`src/rtl/e203_btn_debounce_pkg.sv`:
```
// Shared constants for the e203 button debouncer: FSM state encodings and counter width.
package e203_btn_debounce_pkg;

  localparam int unsigned CNT_W = 16;

  typedef enum logic [1:0] {
    ST_LO     = 2'd0,
    ST_CHK_HI = 2'd1,
    ST_HI     = 2'd2,
    ST_CHK_LO = 2'd3
  } btn_st_e;

endpackage

```
`src/rtl/e203_btn_debounce_ch.sv`:
```
// One debounce channel: 2-flop synchronizer, polarity fix, 4-state debounce FSM with
// saturating counter, registered level and edge pulses.
module e203_btn_debounce_ch
  import e203_btn_debounce_pkg::*;
#(
  parameter int unsigned DEBOUNCE_CYC = 1000,
  parameter int unsigned BTN_POL      = 0
) (
  input  logic clk,
  input  logic rst_n,
  input  logic btn_i,
  output logic btn_o,
  output logic rise_o,
  output logic fall_o,
  output logic rise_c
);

  localparam logic             POL     = 1'(BTN_POL);
  localparam logic [CNT_W-1:0] CNT_MAX = CNT_W'(DEBOUNCE_CYC - 1);

  logic [1:0]       sync_q;
  logic             sync;
  btn_st_e          state_q, state_d;
  logic [CNT_W-1:0] cnt_q, cnt_d;
  logic             btn_d;
  logic             fall_c;

  // Synchronizer resets to the unpressed pad level.
  always_ff @(posedge clk or negedge rst_n) begin
    if (!rst_n) begin
      sync_q <= {2{POL}};
    end else begin
      sync_q <= {sync_q[0], btn_i};
    end
  end

  assign sync = sync_q[1] ^ POL;

  // State, counter and output registers.
  always_ff @(posedge clk or negedge rst_n) begin
    if (!rst_n) begin
      state_q <= ST_LO;
      cnt_q   <= '0;
      btn_o   <= 1'b0;
      rise_o  <= 1'b0;
      fall_o  <= 1'b0;
    end else begin
      state_q <= state_d;
      cnt_q   <= cnt_d;
      btn_o   <= btn_d;
      rise_o  <= rise_c;
      fall_o  <= fall_c;
    end
  end

  // Next-state: counter only advances while below CNT_MAX, so it can never wrap.
  always_comb begin
    state_d = state_q;
    cnt_d   = cnt_q;
    case (state_q)
      ST_LO: begin
        if (sync) begin
          state_d = ST_CHK_HI;
          cnt_d   = '0;
        end
      end
      ST_CHK_HI: begin
        if (!sync) begin
          state_d = ST_LO;
          cnt_d   = '0;
        end else if (cnt_q == CNT_MAX) begin
          state_d = ST_HI;
          cnt_d   = '0;
        end else begin
          cnt_d = cnt_q + CNT_W'(1);
        end
      end
      ST_HI: begin
        if (!sync) begin
          state_d = ST_CHK_LO;
          cnt_d   = '0;
        end
      end
      ST_CHK_LO: begin
        if (sync) begin
          state_d = ST_HI;
          cnt_d   = '0;
        end else if (cnt_q == CNT_MAX) begin
          state_d = ST_LO;
          cnt_d   = '0;
        end else begin
          cnt_d = cnt_q + CNT_W'(1);
        end
      end
      default: begin
        state_d = ST_LO;
        cnt_d   = '0;
      end
    endcase
  end

  // Outputs decoded from the next state so the registered level lands on the accepting edge.
  always_comb begin
    btn_d  = 1'b0;
    rise_c = 1'b0;
    fall_c = 1'b0;
    btn_d  = (state_d == ST_HI) || (state_d == ST_CHK_LO);
    rise_c = (state_q == ST_CHK_HI) && (state_d == ST_HI);
    fall_c = (state_q == ST_CHK_LO) && (state_d == ST_LO);
  end

endmodule

```
`src/rtl/e203_btn_debounce.sv`:
```
// Multi-channel button debouncer with press-pending flags and aggregate interrupt.
// Pending/irq logic is built only when E203_BTN_DEBOUNCE_IRQ_EN is defined.
module e203_btn_debounce
  import e203_btn_debounce_pkg::*;
#(
  parameter int unsigned NUM_BTN      = 5,
  parameter int unsigned DEBOUNCE_CYC = 1000,
  parameter int unsigned BTN_POL      = 0
) (
  input  logic               clk,
  input  logic               rst_n,
  input  logic [NUM_BTN-1:0] btn_i,
  output logic [NUM_BTN-1:0] btn_o,
  output logic [NUM_BTN-1:0] rise_o,
  output logic [NUM_BTN-1:0] fall_o,
  input  logic [NUM_BTN-1:0] ie_i,
  input  logic [NUM_BTN-1:0] clr_i,
  output logic [NUM_BTN-1:0] pend_o,
  output logic               irq_o
);

  logic [NUM_BTN-1:0] rise_c;

  for (genvar g = 0; g < NUM_BTN; g++) begin : g_ch
    e203_btn_debounce_ch #(
      .DEBOUNCE_CYC(DEBOUNCE_CYC),
      .BTN_POL     (BTN_POL)
    ) u_ch (
      .clk   (clk),
      .rst_n (rst_n),
      .btn_i (btn_i[g]),
      .btn_o (btn_o[g]),
      .rise_o(rise_o[g]),
      .fall_o(fall_o[g]),
      .rise_c(rise_c[g])
    );
  end

`ifdef E203_BTN_DEBOUNCE_IRQ_EN
  // Set on the accepting edge; set beats a simultaneous clear.
  always_ff @(posedge clk or negedge rst_n) begin
    if (!rst_n) begin
      pend_o <= '0;
      irq_o  <= 1'b0;
    end else begin
      pend_o <= (pend_o & ~clr_i) | rise_c;
      irq_o  <= |(pend_o & ie_i);
    end
  end
`else
  logic unused_irq_inputs;
  assign unused_irq_inputs = ^{ie_i, clr_i, rise_c};
  assign pend_o = '0;
  assign irq_o  = 1'b0;
`endif

endmodule
```
`config.mk`:
```
export PLATFORM = sky130hd
export DESIGN_NAME = e203_btn_debounce
export DESIGN_NICKNAME = d
export VERILOG_FILES = /design/src/rtl/e203_btn_debounce_pkg.sv /design/src/rtl/e203_btn_debounce_ch.sv /design/src/rtl/e203_btn_debounce.sv
export SDC_FILE = /design/constraint.sdc
export NUM_CORES = 1
export LEC_CHECK = 0
export BUFFER_PORTS_ARGS = -buffer_cell sky130_fd_sc_hd__buf_2
export CORE_ASPECT_RATIO = 1.5
export CORE_MARGIN = 2
export CORE_UTILIZATION = 23
export CTS_CLUSTER_DIAMETER = 150
export CTS_CLUSTER_SIZE = 8
export DETAILED_ROUTE_END_ITERATION = 12
export PLACE_DENSITY = 0.42
export SETUP_SLACK_MARGIN = 0.02
export SLEW_MARGIN = 25
export SYNTH_ARGS = -nofsm -noshare
export SYNTH_HDL_FRONTEND = slang
export SYNTH_HIERARCHICAL = 1
export SYNTH_SLANG_ARGS = --single-unit
export TNS_END_PERCENT = 100
```
`constraint.sdc`:
```
create_clock -name clk -period 3.9 [get_ports clk]
set_input_delay 0.78 -clock clk [delete_from_list [all_inputs] [get_ports clk]]
set_output_delay 0.78 -clock clk [all_outputs]
set_load 0.01 [all_outputs]
```
After elaboration in Yosys (flattened, before gate mapping). Index checks and enable logic that the tools add are counted.

Add/sub/neg operators: 5. Equality and inequality tests: 40. Multiplexer cells: 65. Reduce and logical (&&, ||, !) cells: 30.

Operators by type and width (number): $mux 16 (25); $pmux 16 s4 (5); $add 16x1->16 const B (5); $eq 16x10->1 const B (5); $mux 2 (30); $eq 2x2->1 const B (20); $pmux 2 s4 (5); $logic_not 2->1 (10); $eq 2x1->1 const B (5); $logic_and 1x1->1 (10); $ne 2x1->1 const B (5); $ne 2x2->1 const B (5); $reduce_and 2->1 (5); $logic_or 1x1->1 (5).

Flip-flop bits (word level): 115. Bits of input ports: 17. Output and inout bits: 21. Logic and storage cells: 170.

Longest topological paths before layout.
Word-level depth: 6. Depth in mapped cells: 7. Depth with buffers taken out: 5.

Cells and area by module. The synthesis kept the hierarchy.

Modules (own cells, without submodules): e203_btn_debounce_ch at g_ch[0].u_ch ... (instances 4, cells an instance 119, area an instance 1237.4 µm²); e203_btn_debounce_ch at g_ch[4].u_ch (instances 1, cells an instance 132, area an instance 1243.7 µm²); e203_btn_debounce (instances 1, cells an instance 7, area an instance 48.8 µm²).

Worst setup path before layout. Ideal clock, no wire load.

Path type: reg-to-reg. Start point: register g_ch[4].u_ch.cnt_q[11]. End point: register g_ch[4].u_ch.btn_o. Setup time: 0.125 ns. Data arrival time: 2.202 ns. Path slack: 1.573 ns. Cell stages (with the launch flop): 8. Period minus slack after synthesis: 2.327 ns. Path through: dfrtp_1 > buf_6 > or4_1 > or4_1 > buf_2 > or2_1 > buf_6 > mux2_4.

Longest elaborated chain between the ends: 6. Elaborated cells on any way between the ends: 9. Those cells by class: 3 x eq/ne; 5 x mux; 1 x reduce/logical.

RTL lines: from (decl) (line e203_btn_debounce_ch.sv:24) `logic [CNT_W-1:0] cnt_q, cnt_d;`; from (signal assigned) (line e203_btn_debounce_ch.sv:49) `cnt_q <= cnt_d;`; $eq 16x10->1 (*) (line e203_btn_debounce_ch.sv:71, e203_btn_debounce_ch.sv:88); $mux 2, on equally long branches (line e203_btn_debounce_ch.sv:88, e203_btn_debounce_ch.sv:71); $mux 2, on equally long branches (line e203_btn_debounce_ch.sv:85, e203_btn_debounce_ch.sv:68); $pmux 2 s4 (*) (line e203_btn_debounce_ch.sv:60) `case (state_q)`; $eq 2x2->1 (line e203_btn_debounce_ch.sv:107) `btn_d = (state_d == ST_HI) || (state_d == ST_CHK_LO);`; $logic_or 1x1->1 (*) (line e203_btn_debounce_ch.sv:107); named net g_ch[4].u_ch.btn_d (line e203_btn_debounce_ch.sv:25) `logic btn_d;`; to (signal assigned) (line e203_btn_debounce_ch.sv:50) `btn_o <= btn_d;`; to (decl) (line e203_btn_debounce_ch.sv:12) `output logic btn_o,`.

The timed path passes the listed nets; every way through them passes the cells marked *. A chain may end at the register's enable or synchronous reset.

Worst setup path after layout.
Start point: register g_ch[4].u_ch.cnt_q[10]. End point: register g_ch[4].u_ch.state_q[1].

Longest elaborated chain between the ends: 4. Elaborated cells on any way between the ends: 6. Those cells by class: 1 x eq/ne; 5 x mux.

RTL lines: $eq 16x10->1 (*) (line e203_btn_debounce_ch.sv:71, e203_btn_debounce_ch.sv:88); $mux 2, on equally long branches (line e203_btn_debounce_ch.sv:88, e203_btn_debounce_ch.sv:71); $mux 2, on equally long branches (line e203_btn_debounce_ch.sv:85, e203_btn_debounce_ch.sv:68); $pmux 2 s4 (*) (line e203_btn_debounce_ch.sv:60); named net g_ch[4].u_ch.state_d[1] (line e203_btn_debounce_ch.sv:23) `btn_st_e state_q, state_d;`; to (signal assigned) (line e203_btn_debounce_ch.sv:48) `state_q <= state_d;`; to (decl) (line e203_btn_debounce_ch.sv:23).

Marks and branches as above.

==> impl_metrics.py <==
metrics = {
    "setup_path": {
        "cpPeakStageDelay_ns": 0.95,
        "rrSetupSlack_ns": 1.08,
        "cp_common_cell": "or4_1",
        "crit_type": "flop to flop",
        "r2r-start": "g_ch[4].u_ch/cnt_q[10]",
        "crit_fanout": 27,
        "critical_path.top_delay_family": "simple AND/OR/NAND/NOR gates",
        "required_ns": 4.18,
        "endpoint_kind": "flop",
        "reg2reg_depth": 4,
        "slowest_stage": "or4_1",
        "worstSetupStartpointType": "flop",
        "path_buf_inv": 0,
        "crit_chain": "or4_1 > or4_1 > or2_1 > mux2_4",
        "cp.arrival_ns": 3.11,
        "reg2reg_to": "g_ch[4].u_ch/state_q[1]",
    },
    "cells_and_area": {
        "diodes": 0,
        "fin_cells": 977,
        "syn_to_final_growth_pct": 16.4,
        "drive_gt1_share_pct": 13.4,
        "finalNetCount": 650,
    },
    "synthesis": {
        "ys.flop_type": "dfrtp_1",
        "synth_top_area_share_pct": 46.1,
        "yosysWarningCount": 6,
        "ys_ff_latch": 115,
        "synth_cell_types": 54,
        "ys_seq_area_share_pct": 46.1,
        "synth_edf_count": 0,
        "synth.area.top_cells": "dfrtp_1, nor3b_1, nor4_1",
        "async_reset_ff_share_pct": 100,
        "syn-cell-area_um2": 6240,
        "synth_top_area_cell": "dfrtp_1",
        "syn_inst": 615,
        "avgSynthCellArea_um2": 10.1,
    },
    "pwr": {
        "netSwitchingFraction_pct": 22.0,
        "finalPower_mw": 3.05,
        "pwr-share-clk_pct": 54.3,
        "power.density_nw_per_um2": 420,
        "p_switching_uw": 672,
        "peakVddDrop_mv": 0.293,
        "p_leak_nw": 2.77,
        "combPwrFrac_pct": 4.2,
        "intPower_mw": 2.38,
        "seq_power_share_pct": 41.5,
    },
    "placement": {
        "place.gp.congestion": 0.805,
        "hpwlAfterDp_mm": 9.82,
        "preCtsSetupSlack_ns": 1.10,
        "buffer_ports.inserted": 21,
        "dpl.cell_count": 946,
    },
    "floorplanning": {
        "ios": 38,
        "start_util_pct": 23.5,
        "fp.dieH_um": 206,
        "placementRows": 73,
        "core_area_um2": 26600,
        "fp.dieW_um": 139,
        "dieArea_um2": 28500,
    },
    "min_path": {
        "hold_end": "g_ch[4].u_ch/sync_q[1]",
        "hold_depth": 0,
        "hold_class": "flop to flop",
        "hold_path_startpoint": "g_ch[4].u_ch/sync_q[0]",
    },
    "timing": {
        "period_needed_ns": 2.82,
        "fin_setup_tns_ns": 0,
        "setup_slack_ns": 1.08,
        "max_clock_freq_mhz": 354,
        "fin_hold_ws_ns": 0.344,
        "rsz0062_at_grt": "false",
        "fin_skew_ns": 0.00868,
        "final-hold-violation-count": 0,
        "relSlewSlack_pct": 34.5,
        "tightest_slew_ns": 0.982,
        "setup_viol": 0,
        "final.period_utilization_pct": 72.3,
        "drv_slew": 0,
    },
    "clock_network": {
        "cts_sinks": 115,
        "post_cts_resize_count": 0,
        "cts_hold_buf": 0,
        "root_buffer": "clkbuf_16",
        "clk_latency_ns": 0.41,
        "tritoncts": "built",
        "path_clk_slew_ns": 0.05,
        "postCtsSetupBuffers": 0,
        "numCtsBuffers": 17,
        "cts.path.max_buffers": 2,
        "htree_num_levels": 4,
    },
    "routing": {
        "dr.pass1.iters": 4,
        "via_per_inst": 5.20,
        "drt-initial-drc-count": 318,
        "vias": 5080,
        "wl_mm": 14.7,
        "drc": 0,
        "wl_per_cell_um": 15.0,
        "ant_nets": 0,
    },
    "global_routing": {
        "grt_max_degree": 46,
        "grt_overflow": 0,
        "antenna_found_initial": 0,
        "grt_use_total_pct": 10.7,
        "grt_pass1_wl_mm": 25.3,
        "grt_pass1_vias": 5106,
    },
    "run_status": {
        "status": "complete, no violations",
    },
    "run": {
        "max-cap-violations": 0,
    },
}
cells in the mapped netlist, types with 5 or more instances:
master and number:
buf_4 10, nand4b_1 5, buf_1 6, or4_1 8, nor3_1 28, o31ai_1 8
nand2_1 49, a31oi_1 12, nor4_1 33, ha_1 5, or3_1 5, a22o_1 16
nor3b_1 32, nand4_1 23, buf_2 5, nor2_1 30, o21a_1 20, inv_1 5
or2_2 9, mux2_1 8, dfrtp_1 115, o22a_1 12, clkbuf_1 16, xor2_1 5
a221o_1 12, o311ai_1 12, o311ai_0 8, nand3_1 41, and2_1 10
registers in the layout (all words and copies together), names as in the netlist:
register / cells
g_ch.u_ch/fall_o: 5
g_ch.u_ch/sync_q: 10
g_ch.u_ch/rise_o: 5
g_ch.u_ch/cnt_q: 80
g_ch.u_ch/btn_o: 5
g_ch.u_ch/state_q: 10
final cells by class:
cell class	instances	area, um^2
fill	2739	19300
multi-input combinational	461	3160
sequential	115	2880
clock buffer	21	470
tap	337	422
timing repair buffer	28	160
clock inverter	10	155
inverter	5	18.8
worst max path at each step:
stage | startpoint | end | slack [ns] | depth (start not counted)
after global routing | g_ch[4].u_ch/cnt_q[10] | g_ch[4].u_ch/state_q[1] | 0.98 | 4
after floorplan | g_ch[4].u_ch/cnt_q[11] | g_ch[4].u_ch/btn_o | 1.57 | 7
after global placement | g_ch[4].u_ch/cnt_q[10] | g_ch[4].u_ch/btn_o | 1.15 | 4
after detailed placement | g_ch[4].u_ch/cnt_q[11] | g_ch[4].u_ch/btn_o | 1.10 | 4
after CTS | g_ch[4].u_ch/cnt_q[10] | g_ch[4].u_ch/state_q[1] | 1.08 | 4
final | g_ch[4].u_ch/cnt_q[10] | g_ch[4].u_ch/state_q[1] | 1.08 | 4
metrics by stage:
| stage | utilization (%) | instance area (um^2) |
|---|---|---|
| after global placement | 25.0 | 6640 |
| after CTS | 27.3 | 7260 |
| after detailed placement | 25.0 | 6640 |
| final | 27.3 | 7260 |
| after global routing | 27.3 | 7260 |
| after floorplan | - | 6260 |
per-layer routing:
| layer | vias up | global-route usage (%) | routed length [um] |
|---|---|---|---|
| met3 | 15 | 2.37 | 434 |
| met5 | - | 0 | 0 |
| met2 | 89 | 18.8 | 7500 |
| met1 | 2529 | 12.6 | 6520 |
| li1 | 2447 | - | - |
| met4 | 0 | 4.45 | 218 |
cells in the final DEF (no fill, tap or decap), drive strengths merged, types with 3 or more instances in the layout:
| master | count |
|---|---|
| nand4 | 23 |
| nor4b | 4 |
| or4 | 12 |
| buf | 28 |
| or2 | 10 |
| nor4 | 37 |
| o22a | 12 |
| conb | 6 |
| o41ai | 4 |
| o311ai | 20 |
| a41oi | 3 |
| nand4b | 5 |
| clkinv | 4 |
| nor4bb | 4 |
| bufinv | 4 |
| o31ai | 8 |
| o2111ai | 4 |
| nor3 | 28 |
| xor2 | 5 |
| or3 | 5 |
| ha | 5 |
| nor3b | 32 |
| or4b | 4 |
| nand3 | 41 |
| mux2 | 14 |
| a22o | 16 |
| dfrtp | 115 |
| inv | 5 |
| and3 | 3 |
| clkbuf | 21 |
| a211oi | 4 |
| a31oi | 12 |
| o21a | 20 |
| nor2 | 30 |
| a221o | 12 |
| nand2 | 49 |
| and2 | 10 |
| xnor2 | 4 |
worst register-to-register path, stage by stage, from the launching register on:
cell	delay, ns
dfrtp_1	0.44
or4_1	0.53
or4_1	0.95
or2_1	0.46
mux2_4	0.33
cell families after synthesis:
kind of cell / Yosys count / share of synthesized area [%]
simple gates: 302 / 29.0
compound gates: 124 / 16.2
flops: 115 / 46.1
buf+inv: 44 / 3.59
mux: 15 / 2.81
xor+xnor: 9 / 1.26
fa+ha+maj: 5 / 1.00
other cells: 1 / 0.0601
power by group through the flow:
stage,combinational (mW),clock [mW],sequential [mW]
4_1_cts,0.132,1.71,1.26
6_report,0.128,1.66,1.27
5_1_grt,0.146,1.77,1.27
3_5_place_dp,0.132,0,1.29
2_1_floorplan,0.0861,0,1.27
3_3_place_gp,0.127,0,1.28
Note: power is estimated with default switching activity, not from simulation.
